===== src/rtl/tlc_pkg.sv =====
// Shared constants and types for the TLC5955 serial bus arbiter.
package tlc_pkg;

  localparam int   TLC_BITS = 769;
  localparam logic SEL_CTRL = 1'b1;
  localparam logic SEL_GS   = 1'b0;

  typedef enum logic [2:0] {
    ST_IDLE,
    ST_PRE,
    ST_SLO,
    ST_SHI,
    ST_TAIL,
    ST_LATCH,
    ST_FIN
  } tlc_state_e;

  typedef enum logic {
    GRANT_CFG,
    GRANT_GS
  } grant_e;

endpackage


===== src/rtl/tlc_bus_arbiter_shift_engine.sv =====
// Shift-and-latch sequencer for one TLC5955 transfer: N bits on SDO/SCLK, then a LAT pulse.
//
// state | meaning
// IDLE  | waiting for start
// PRE   | grant cycle, first bit being fetched by the requester
// SLO   | present next bit on SDO, SCLK low
// SHI   | SCLK high, device samples SDO
// TAIL  | return SCLK low after the last bit
// LATCH | LAT high
// FIN   | LAT low, done pulse
module tlc_shift_engine
  import tlc_pkg::*;
#(
  parameter int NUM_SHIFT = 8,
  parameter int CHAIN_LEN = 1,
  localparam int N_BITS = TLC_BITS * CHAIN_LEN,
  localparam int IDX_W  = $clog2(N_BITS)
) (
  input  logic                 spiClk,
  input  logic                 nReset,
  input  logic                 start,
  input  logic                 sel_ctrl,
  input  logic [NUM_SHIFT-1:0] data_bits,
  output logic                 sclk,
  output logic [NUM_SHIFT-1:0] sdo,
  output logic                 lat,
  output logic [IDX_W-1:0]     bit_idx,
  output logic                 done
);

  localparam int DEV_W = $clog2(TLC_BITS);

  localparam logic [2:0] S_IDLE  = ST_IDLE;
  localparam logic [2:0] S_PRE   = ST_PRE;
  localparam logic [2:0] S_SLO   = ST_SLO;
  localparam logic [2:0] S_SHI   = ST_SHI;
  localparam logic [2:0] S_TAIL  = ST_TAIL;
  localparam logic [2:0] S_LATCH = ST_LATCH;
  localparam logic [2:0] S_FIN   = ST_FIN;

  logic [2:0]       state;
  logic [IDX_W-1:0] bits_left;
  // Bits until the next device select slot; zero means this bit is the select bit.
  logic [DEV_W-1:0] dev_left;
  logic             sel_q;

  always_ff @(posedge spiClk) begin
    if (!nReset) begin
      state     <= S_IDLE;
      sclk      <= 1'b0;
      lat       <= 1'b0;
      sdo       <= '0;
      bit_idx   <= '0;
      bits_left <= '0;
      dev_left  <= '0;
      sel_q     <= 1'b0;
      done      <= 1'b0;
    end else begin
      done <= 1'b0;
      case (state)
        S_IDLE: begin
          if (start) begin
            state     <= S_PRE;
            bit_idx   <= '0;
            bits_left <= IDX_W'(N_BITS - 1);
            dev_left  <= '0;
            sel_q     <= sel_ctrl;
          end
        end
        S_PRE: state <= S_SLO;
        S_SLO: begin
          sdo      <= (dev_left == '0) ? {NUM_SHIFT{sel_q}} : data_bits;
          sclk     <= 1'b0;
          bit_idx  <= bit_idx + IDX_W'(1);
          dev_left <= (dev_left == '0) ? DEV_W'(TLC_BITS - 1) : dev_left - DEV_W'(1);
          state    <= S_SHI;
        end
        S_SHI: begin
          sclk <= 1'b1;
          if (bits_left == '0) begin
            state <= S_TAIL;
          end else begin
            bits_left <= bits_left - IDX_W'(1);
            state     <= S_SLO;
          end
        end
        S_TAIL: begin
          sclk  <= 1'b0;
          state <= S_LATCH;
        end
        S_LATCH: begin
          lat   <= 1'b1;
          state <= S_FIN;
        end
        S_FIN: begin
          lat   <= 1'b0;
          done  <= 1'b1;
          state <= S_IDLE;
        end
        default: state <= S_IDLE;
      endcase
    end
  end

endmodule


===== src/rtl/tlc_bus_arbiter.sv =====
// Round-robin arbiter for the shared TLC5955 bus between config and grayscale requesters.
// Grayscale is held off until one config transfer has completed since reset.
module tlc_bus_arbiter
  import tlc_pkg::*;
#(
  parameter int NUM_SHIFT = 8,
  parameter int CHAIN_LEN = 1,
  localparam int N_BITS = TLC_BITS * CHAIN_LEN,
  localparam int IDX_W  = $clog2(N_BITS)
) (
  input  logic                 spiClk,
  input  logic                 nReset,
  input  logic                 cfgReq,
  output logic                 cfgAck,
  output logic                 cfgDone,
  input  logic                 cfgBit,
  input  logic                 gsReq,
  output logic                 gsAck,
  output logic                 gsDone,
  input  logic [NUM_SHIFT-1:0] gsBits,
  output logic [IDX_W-1:0]     bitIdx,
  output logic                 grantCfg,
  output logic                 cfgValid,
  output logic                 busy,
  output logic                 SCLK,
  output logic                 LAT,
  output logic [NUM_SHIFT-1:0] SDO
);

  grant_e               last_grant;
  logic                 cfg_ok;
  logic                 gs_ok;
  logic                 pick_cfg;
  logic                 start;
  logic                 eng_done;
  logic [NUM_SHIFT-1:0] shift_bits;

  always_comb begin
    cfg_ok   = cfgReq;
    gs_ok    = gsReq && cfgValid;
    pick_cfg = cfg_ok && (!gs_ok || (last_grant == GRANT_GS));
    start    = !busy && (cfg_ok || gs_ok);
  end

  always_ff @(posedge spiClk) begin
    if (!nReset) begin
      busy       <= 1'b0;
      cfgAck     <= 1'b0;
      gsAck      <= 1'b0;
      cfgValid   <= 1'b0;
      last_grant <= GRANT_GS;
    end else begin
      cfgAck <= start && pick_cfg;
      gsAck  <= start && !pick_cfg;
      if (start) begin
        busy       <= 1'b1;
        last_grant <= pick_cfg ? GRANT_CFG : GRANT_GS;
      end else if (eng_done) begin
        busy <= 1'b0;
        if (last_grant == GRANT_CFG) cfgValid <= 1'b1;
      end
    end
  end

  assign grantCfg   = (last_grant == GRANT_CFG);
  assign cfgDone    = eng_done && grantCfg;
  assign gsDone     = eng_done && !grantCfg;
  // The grant register settles in the Ack cycle, before the first bit is fetched.
  assign shift_bits = grantCfg ? {NUM_SHIFT{cfgBit}} : gsBits;

  tlc_shift_engine #(
    .NUM_SHIFT(NUM_SHIFT),
    .CHAIN_LEN(CHAIN_LEN)
  ) u_engine (
    .spiClk   (spiClk),
    .nReset   (nReset),
    .start    (start),
    .sel_ctrl (pick_cfg ? SEL_CTRL : SEL_GS),
    .data_bits(shift_bits),
    .sclk     (SCLK),
    .sdo      (SDO),
    .lat      (LAT),
    .bit_idx  (bitIdx),
    .done     (eng_done)
  );

endmodule


===== config.mk =====
export PLATFORM = sky130hd
export DESIGN_NAME = tlc_bus_arbiter
export DESIGN_NICKNAME = d
export VERILOG_FILES = /design/src/rtl/tlc_pkg.sv /design/src/rtl/tlc_bus_arbiter_shift_engine.sv /design/src/rtl/tlc_bus_arbiter.sv
export SDC_FILE = /design/constraint.sdc
export NUM_CORES = 1
export LEC_CHECK = 0
export ABC_AREA = 1
export CAP_MARGIN = 40
export CELL_PAD_IN_SITES_DETAIL_PLACEMENT = 1
export CELL_PAD_IN_SITES_GLOBAL_PLACEMENT = 1
export CORE_MARGIN = 5
export CORE_UTILIZATION = 35
export CTS_BUF_LIST = sky130_fd_sc_hd__clkbuf_4
export DETAILED_ROUTE_END_ITERATION = 6
export PLACE_DENSITY = 0.81
export SETUP_SLACK_MARGIN = 0.2
export SLEW_MARGIN = 20
export SYNTH_ARGS = -nofsm -noshare
export SYNTH_HDL_FRONTEND = slang
export SYNTH_HIERARCHICAL = 1
export SYNTH_SLANG_ARGS = --single-unit

===== constraint.sdc =====
create_clock -name spiClk -period 1.5 [get_ports spiClk]
set_input_delay 0.3 -clock spiClk [delete_from_list [all_inputs] [get_ports spiClk]]
set_output_delay 0.3 -clock spiClk [all_outputs]
set_load 0.02 [all_outputs]

==> run metrics, run 1 <==
largest family of logic cells by synthesized area simple AND/OR/NAND/NOR gates; reg-to-reg slack, setup 0.001 ns; synthesized flop and latch total 50; Clk Latency, worst-skew pair 0.39 ns; sequential fraction of design power 37.3%; vias in the first global route 3000; final std cells w/o fill 582; routed wire length 11.4 mm; register area 1050 um2; Worst-Margin Slew 0.390 ns; adder and majority cell fraction of the synthesized area 1.50%; io pins 40; Synth Cell Area 2510 um2; drt pass-1 iters 6; final worst slack 0.00120 ns; period utilisation layout 99.9%; worst setup path start u_engine/bit_idx[0]$_SDFFE_PN0P_; mean routed wirelength per cell 19.6 um; min cycle time layout 1.50 ns; Worst setup SP type flip-flop; Initial Utilization 36.5%; NetSw 1.79 mW; I/O Buffers 39; EDFF count, synth 0; share of the synthesized area in the top cell type 39.9%; gr usage total 20.8%; mux contribution to synthesized area 0%; Setup crit end kind flip-flop; warnings from Yosys 6; final-report setup violation count 0; PwrDens 1060 nW/um2; max_cap viols 0; Hold Path Class input port to flip-flop; Synth cell types 30; Synth Instances 378; DIE WIDTH 94.7 um; RSZ-0062 raised after global routing yes; Max FO, Critical Path 6; Async SR Flop Fraction 0%; Placed Cells 532; Syn Nets 394; Simple-Gate Fraction of Synth Area 35.0%; Worst Setup EP u_engine/bit_idx[9]$_SDFFE_PN0P_; hold_sp gsReq; synth top area cells dfxtp_1 40%, nand2_1 18%, a21oi_1 6.6%; setup TNS 0 ns; first-pass GRT wire length 14.7 mm; Synth Flop Type dfxtp_1; layout net count 501; DR vias 3101; synthesized area per cell 6.64 um2; hold_ws 0.486 ns; highest clock rate 667 MHz; FP Rows 30; clk buf depth 2; maximum VDD drop 0.659 mV; layout cells sized above 1 48.1%; Overflow after GRT 0; internal power 2.43 mW; post-synthesis sequential area ratio 39.9%; FILL cells 875; die height 94.7 um; n_diodes 0; CP required 1.80 ns; clock share of power 15.8%; DR vias/cell 5.33; Sw Ratio 42.4%; CTS buffer count 5; HPWL Detailed 5.46 mm; P&R area growth vs syn 59.3%; antenna violations before repair 0; core box area 6870 um2; CTS tree yes; status finished clean; pre-CTS WS -0.310 ns; Post-CTS Hold Fix Bufs 0; Antenna Violating Nets Remaining 0; H-tree depth 2; Comb pwr share 46.9%; Max transition margin 73.9%; total power 4.22 mW; WS Path Type flip-flop to flip-flop; Synth Area in Compound Gates 13.5%; Crit Reg-Reg Startpoint u_engine/bit_idx[0]$_SDFFE_PN0P_; final hold violation count 0; clock-pin slew on the worst setup and hold paths 0.16 ns; multi-input logic area 1710 um2; DRC 0; Worst EP arrival 1.80 ns; Synth area leader dfxtp_1; initial drt markers 224; R2R depth 7; CTS Root Cell clkbuf_4; area share of xor/xnor cells in the synthesized design 1.40%; GP Congestion 0.776; clock skew after layout 0.0248 ns; total clock sinks 50; Pleak 1.78 nW; die area 8960 um2; largest net degree at the start of global routing 23; Final Max Tran Viols 0; worst flop-to-flop path endpoint u_engine/bit_idx[9]$_SDFFE_PN0P_
-- per-stage QoR --
stage | instance area [um2] | util (%)
after CTS | 3600 | 52.4
after global routing | 4000 | 58.2
final | 4000 | 58.2
after detailed placement | 3220 | 46.9
after floorplan | 2550 | -
after global placement | 3220 | 46.9
-- power groups by stage --
stage	logic (mW)	clock network, mW	registers [mW]
floorplan	0.782	0	1.58
global placement	1.17	0	1.56
detailed placement	1.21	0	1.56
CTS	1.56	0.662	1.54
global route	2.09	0.739	1.58
finish	1.98	0.667	1.57
-- synthesized netlist by cell type, types with 4 or more instances --
| cell | number |
|---|---|
| nand2_1 | 118 |
| nand4_1 | 7 |
| a31oi_1 | 9 |
| inv_1 | 39 |
| o21ai_0 | 13 |
| nor2_2 | 4 |
| inv_2 | 4 |
| nor2_1 | 42 |
| clkbuf_1 | 4 |
| nand3_1 | 21 |
| a21oi_1 | 33 |
| nand2_2 | 5 |
| dfxtp_1 | 50 |
-- per-layer routing --
layer	global-route usage, %	part of all wire, %	up-vias
li1	-	-	1426
met1	23.7	40	1536
met2	39.0	53	99
met3	4.06	3.5	40
met4	5.65	3.6	0
met5	0	0	-
-- cell families (layout without fill, tap and decap cells) --
kind of cell,Yosys count,in the layout
simple gates,206,207
compound gates,62,62
buf+inv,53,160
flops,50,50
xor+xnor,4,4
fa+ha+maj,3,3
-- what timing repair did --
| action | in CTS | in global routing |
|---|---|---|
| pin swaps | 22 | 33 |
| gates cloned | 3 | 0 |
| setup endpoints to repair | 67 | 57 |
| setup buffers | 20 | 19 |
| resized for setup | 181 | 100 |
-- sequential cells by signal (all words and copies together), names as in the netlist --
name and flops:
u_engine/done 1, cfgAck 1, busy 1, last_grant 1, u_engine/sdo 8, u_engine/lat 1
u_engine/bit_idx 10, u_engine/state 3, gsAck 1, u_engine/sclk 1, u_engine/sel_q 1, u_engine/bits_left 10
u_engine/dev_left 10, cfgValid 1
-- area by class of cell --
| class | instances | area share (%) |
|---|---|---|
| tap | 96 | 3.00 |
| timing repair buffer | 109 | 22.1 |
| clock inverter | 2 | 0.250 |
| multi-input combinational | 276 | 42.9 |
| inverter | 43 | 4.41 |
| clock buffer | 6 | 1.13 |
| sequential | 50 | 26.3 |
-- layout by cell type (no fill, tap or decap), types with 3 or more instances in the layout --
cell and n:
inv_2 12, nand4_1 7, nand3_2 5, nand2_4 9
nand2_2 23, inv_1 25, o21ai_0 6, buf_2 21
a31oi_1 7, buf_6 15, nand3_1 12, dfxtp_1 26
a21oi_1 26, o21ai_2 4, nor2_2 11, dfxtp_2 16
a21oi_2 7, inv_4 6, o21ai_1 4, nor2_1 25
nand3_4 5, clkdlybuf4s50_1 11, xor2_1 3, dfxtp_4 8
clkbuf_4 6, buf_4 58, nand2_1 92, ha_4 3
nor2_4 10
-- worst min-delay path by stage --
stage                                         end  cells after the start
4_1_cts         u_engine/dev_left[8]$_SDFFE_PN0P_                      2
3_5_place_dp   u_engine/bits_left[0]$_SDFFE_PN0P_                      1
6_report                         gsAck$_SDFF_PN0_                      7
5_1_grt                          gsAck$_SDFF_PN0_                      7
2_1_floorplan             last_grant$_SDFFE_PN1P_                      1
3_3_place_gp   u_engine/bits_left[0]$_SDFFE_PN0P_                      1
-- worst max-delay path: stages, from the launching register on --
cell	delay [ns]
dfxtp_4	0.43
nand4_1	0.20
nor2_4	0.24
nand2_1	0.13
nor2_2	0.17
nand3_2	0.09
nand2_1	0.08
nor2_1	0.07
Note: power is estimated with default switching activity, not from simulation.
==> inputs of run 2 (changes only) <==
--- a/config.mk
+++ b/config.mk
@@ -13,7 +13,7 @@
 export CORE_UTILIZATION = 35
 export CTS_BUF_LIST = sky130_fd_sc_hd__clkbuf_4
 export DETAILED_ROUTE_END_ITERATION = 6
-export PLACE_DENSITY = 0.81
+export PLACE_DENSITY = 0.86
 export SETUP_SLACK_MARGIN = 0.2
 export SLEW_MARGIN = 20
 export SYNTH_ARGS = -nofsm -noshare
==> run 2 against run 1 <==
Against the previous run:
- the flow now finishes with violations (negative setup slack)
- critical path depth increased by 2
- core utilization shrank 2.3 points
- critical endpoint is now u_engine/bits_left[4]$_SDFFE_PN0P_
- register-to-register slack worse by 0.02 ns
- critical path type unchanged
- sequential cell count stayed put
- clock power rose by 6.1%
- cell area shrank 4.0%
- largest cell class unchanged
- clock skew rose by 0.00092 ns
==> run metrics, run 2 (synthesis gave the netlist of run 1 again) <==
PwrDens 1080 nW/um2 (+2.8%); clock share of power 17.0% (+1.2 points); DR vias/cell 5.27 (-1.1%); final hold violation count 0 (unchanged); failing checks negative setup slack; CP required 1.83 ns (+0.03 ns); Final Instance Area 3840 um2 (-4.0%); max_cap viols 0 (unchanged); clk buf depth 2 (unchanged); Slowest cell on crit path dfxtp_4; vias in the first global route 3098 (+3.3%); met1 Usage GRT 22.0% (-1.7 points); first-pass GRT wire length 14.6 mm (-1.1%); GP Congestion 0.785 (+1.1%); die height 94.7 um (unchanged); final std cells w/o fill 572 (-1.7%); total power 4.16 mW (-1.3%); Post-CTS Hold Fix Bufs 0 (unchanged); min cycle time layout 1.52 ns (+0.0163 ns); Hold Path Class input port to flip-flop; sequential fraction of design power 37.7% (+0.4 points); met3 GRT Util 3.59% (-0.48 points); die area 8960 um2 (unchanged); total clock sinks 50 (unchanged); DIE WIDTH 94.7 um (unchanged); Pleak 1.70 nW (-4.5%); CP Cell Sequence inv_1, nand3_1, inv_2, nand2_8, nand2_8, nand2_8, inv_6, nand2_1, a21oi_1; clock skew after layout 0.0257 ns (+0.000922 ns); highest clock rate 660 MHz (-1.1%); Max FO, Critical Path 7 (+1); HPWL Detailed 5.65 mm (+3.5%); Regs by FF count u_engine/bit_idx: 10 flops, u_engine/bits_left: 10 flops, u_engine/dev_left: 10 flops; Comb pwr share 45.3% (-1.6 points); layout cells sized above 1 43.1% (-5.1 points); Worst-Margin Slew 0.374 ns (-0.0160 ns); GRT Max-Usage Layer met2; Sw Ratio 41.6% (-0.80 points); most frequent cells in the layout 97 x nand2_1, 43 x buf_4, 29 x dfxtp_1; RSZ-0062 raised after global routing yes; NetSw 1.73 mW (-3.2%); Max transition margin 75.0% (+1.1 points); WS Path Type flip-flop to flip-flop; final worst slack -0.0151 ns (-0.0163 ns); Setup crit end kind flip-flop; Worst setup SP type flip-flop; met2 Use GR 40.8% (+1.8 points); FP Rows 30 (unchanged); n_diodes 0 (unchanged); gr usage total 20.6% (-0.19 points); drt pass-1 iters 4 (-2); status complete, but fails checks; largest net degree at the start of global routing 23 (unchanged); Initial Utilization 36.5% (unchanged); io pins 40 (unchanged); Placed Cells 533 (+0.19%); routed wire length 10.8 mm (-5.3%); Post-DP Area 3230 um2 (+0.23%); most common cell after layout, fill and taps aside nand2_1; Overflow after GRT 0 (unchanged); CTS Root Cell clkbuf_4; initial drt markers 176 (-21%); H-tree depth 2 (unchanged); antenna violations before repair 0 (unchanged); pre-CTS WS -0.305 ns (+0.00537 ns); I/O Buffers 39 (unchanged); CTS buffer count 5 (unchanged); DRC 0 (unchanged); CP dominant cell by count nand2_8; CTS tree yes; clock-pin slew on the worst setup and hold paths 0.16 ns (about the same); internal power 2.43 mW (about the same); DR vias 3015 (-2.8%); Crit path largest cell delay 0.41 ns (-0.02 ns); mean routed wirelength per cell 18.9 um (-3.7%); P&R area growth vs syn 52.9%; maximum VDD drop 0.623 mV (-5.6%); layout net count 491 (-2.0%); Antenna Violating Nets Remaining 0 (unchanged); core box area 6870 um2 (unchanged); Worst EP arrival 1.85 ns (+0.05 ns); period utilisation layout 101% (+1.1 points); Clk Latency, worst-skew pair 0.40 ns (about the same); final-report setup violation count 3 (+3); Final Max Tran Viols 0 (unchanged)
## run 2: final cells by class
type	instances	area, um2
Fill cell	876	3030
Multi-Input combinational cell	276	1640
Sequential cell	50	1040
Timing Repair Buffer	99	801
Inverter	43	171
Tap cell	96	120
Clock buffer	8	60.1
## run 2: critical path, delay by kind of cell (launching register included)
family / cells / cell delay (ns)
and+or+nand+nor: 5 / 0.50
AOI/OAI and AO/OA: 1 / 0.14
DFF: 1 / 0.41
buffers and inverters: 3 / 0.39
## run 2: stage by stage
step / hold slack (ns) / setup TNS, ns / utilization (%)
floorplan: 0.384 / 0 / -
global placement: 0.440 / -5.84 / 47.0
detailed placement: 0.441 / -7.68 / 47.0
CTS: 0.418 / 0 / 52.1
global route: 0.417 / -0.383 / 55.9
finish: 0.405 / -0.0251 / 55.9
## run 2: metal layers
metal	up-vias	part of all wire, %
met4	0	4.3
met1	1496	38
met2	76	55
met3	37	3.0
li1	1406	-
met5	-	0
## run 2: timing repair
item / CTS / global route
buffers inserted: 20 / 9
pin swaps: 17 / 23
hold endpoints to repair: 0 / 0
gates cloned: 1 / 1
setup endpoints to repair: 65 / 47
gates resized for setup: 187 / 67
## run 2: final timing paths
kind                                    startpoint                            endpoint  slack, ns  depth (start not counted)
setup / recovery    u_engine/state[0]$_SDFFE_PN0P_  u_engine/bits_left[4]$_SDFFE_PN0P_      -0.02                          9
hold / removal                              cfgReq                    gsAck$_SDFF_PN0_       0.41                          5
setup reg to reg    u_engine/state[0]$_SDFFE_PN0P_  u_engine/bits_left[4]$_SDFFE_PN0P_      -0.02                          9
hold reg to reg   u_engine/bit_idx[8]$_SDFFE_PN0P_    u_engine/bit_idx[8]$_SDFFE_PN0P_       0.49                          2
## run 2: power by group through the flow
| stage | clock network (mW) | registers (mW) | logic, mW |
|---|---|---|---|
| after floorplan | 0 | 1.58 | 0.782 |
| after detailed placement | 0 | 1.57 | 1.22 |
| after CTS | 0.689 | 1.54 | 1.55 |
| after global placement | 0 | 1.56 | 1.17 |
| final | 0.708 | 1.57 | 1.89 |
| after global routing | 0.780 | 1.58 | 2.03 |
==> inputs of run 3 (changes only) <==
--- a/config.mk
+++ b/config.mk
@@ -13,6 +13,7 @@
 export CORE_UTILIZATION = 35
 export CTS_BUF_LIST = sky130_fd_sc_hd__clkbuf_4
 export DETAILED_ROUTE_END_ITERATION = 6
+export GPL_ROUTABILITY_DRIVEN = 0
 export PLACE_DENSITY = 0.86
 export SETUP_SLACK_MARGIN = 0.2
 export SLEW_MARGIN = 20
==> results of run 3 <==
Final layout, timing and power as in run 2 (identical DEF).
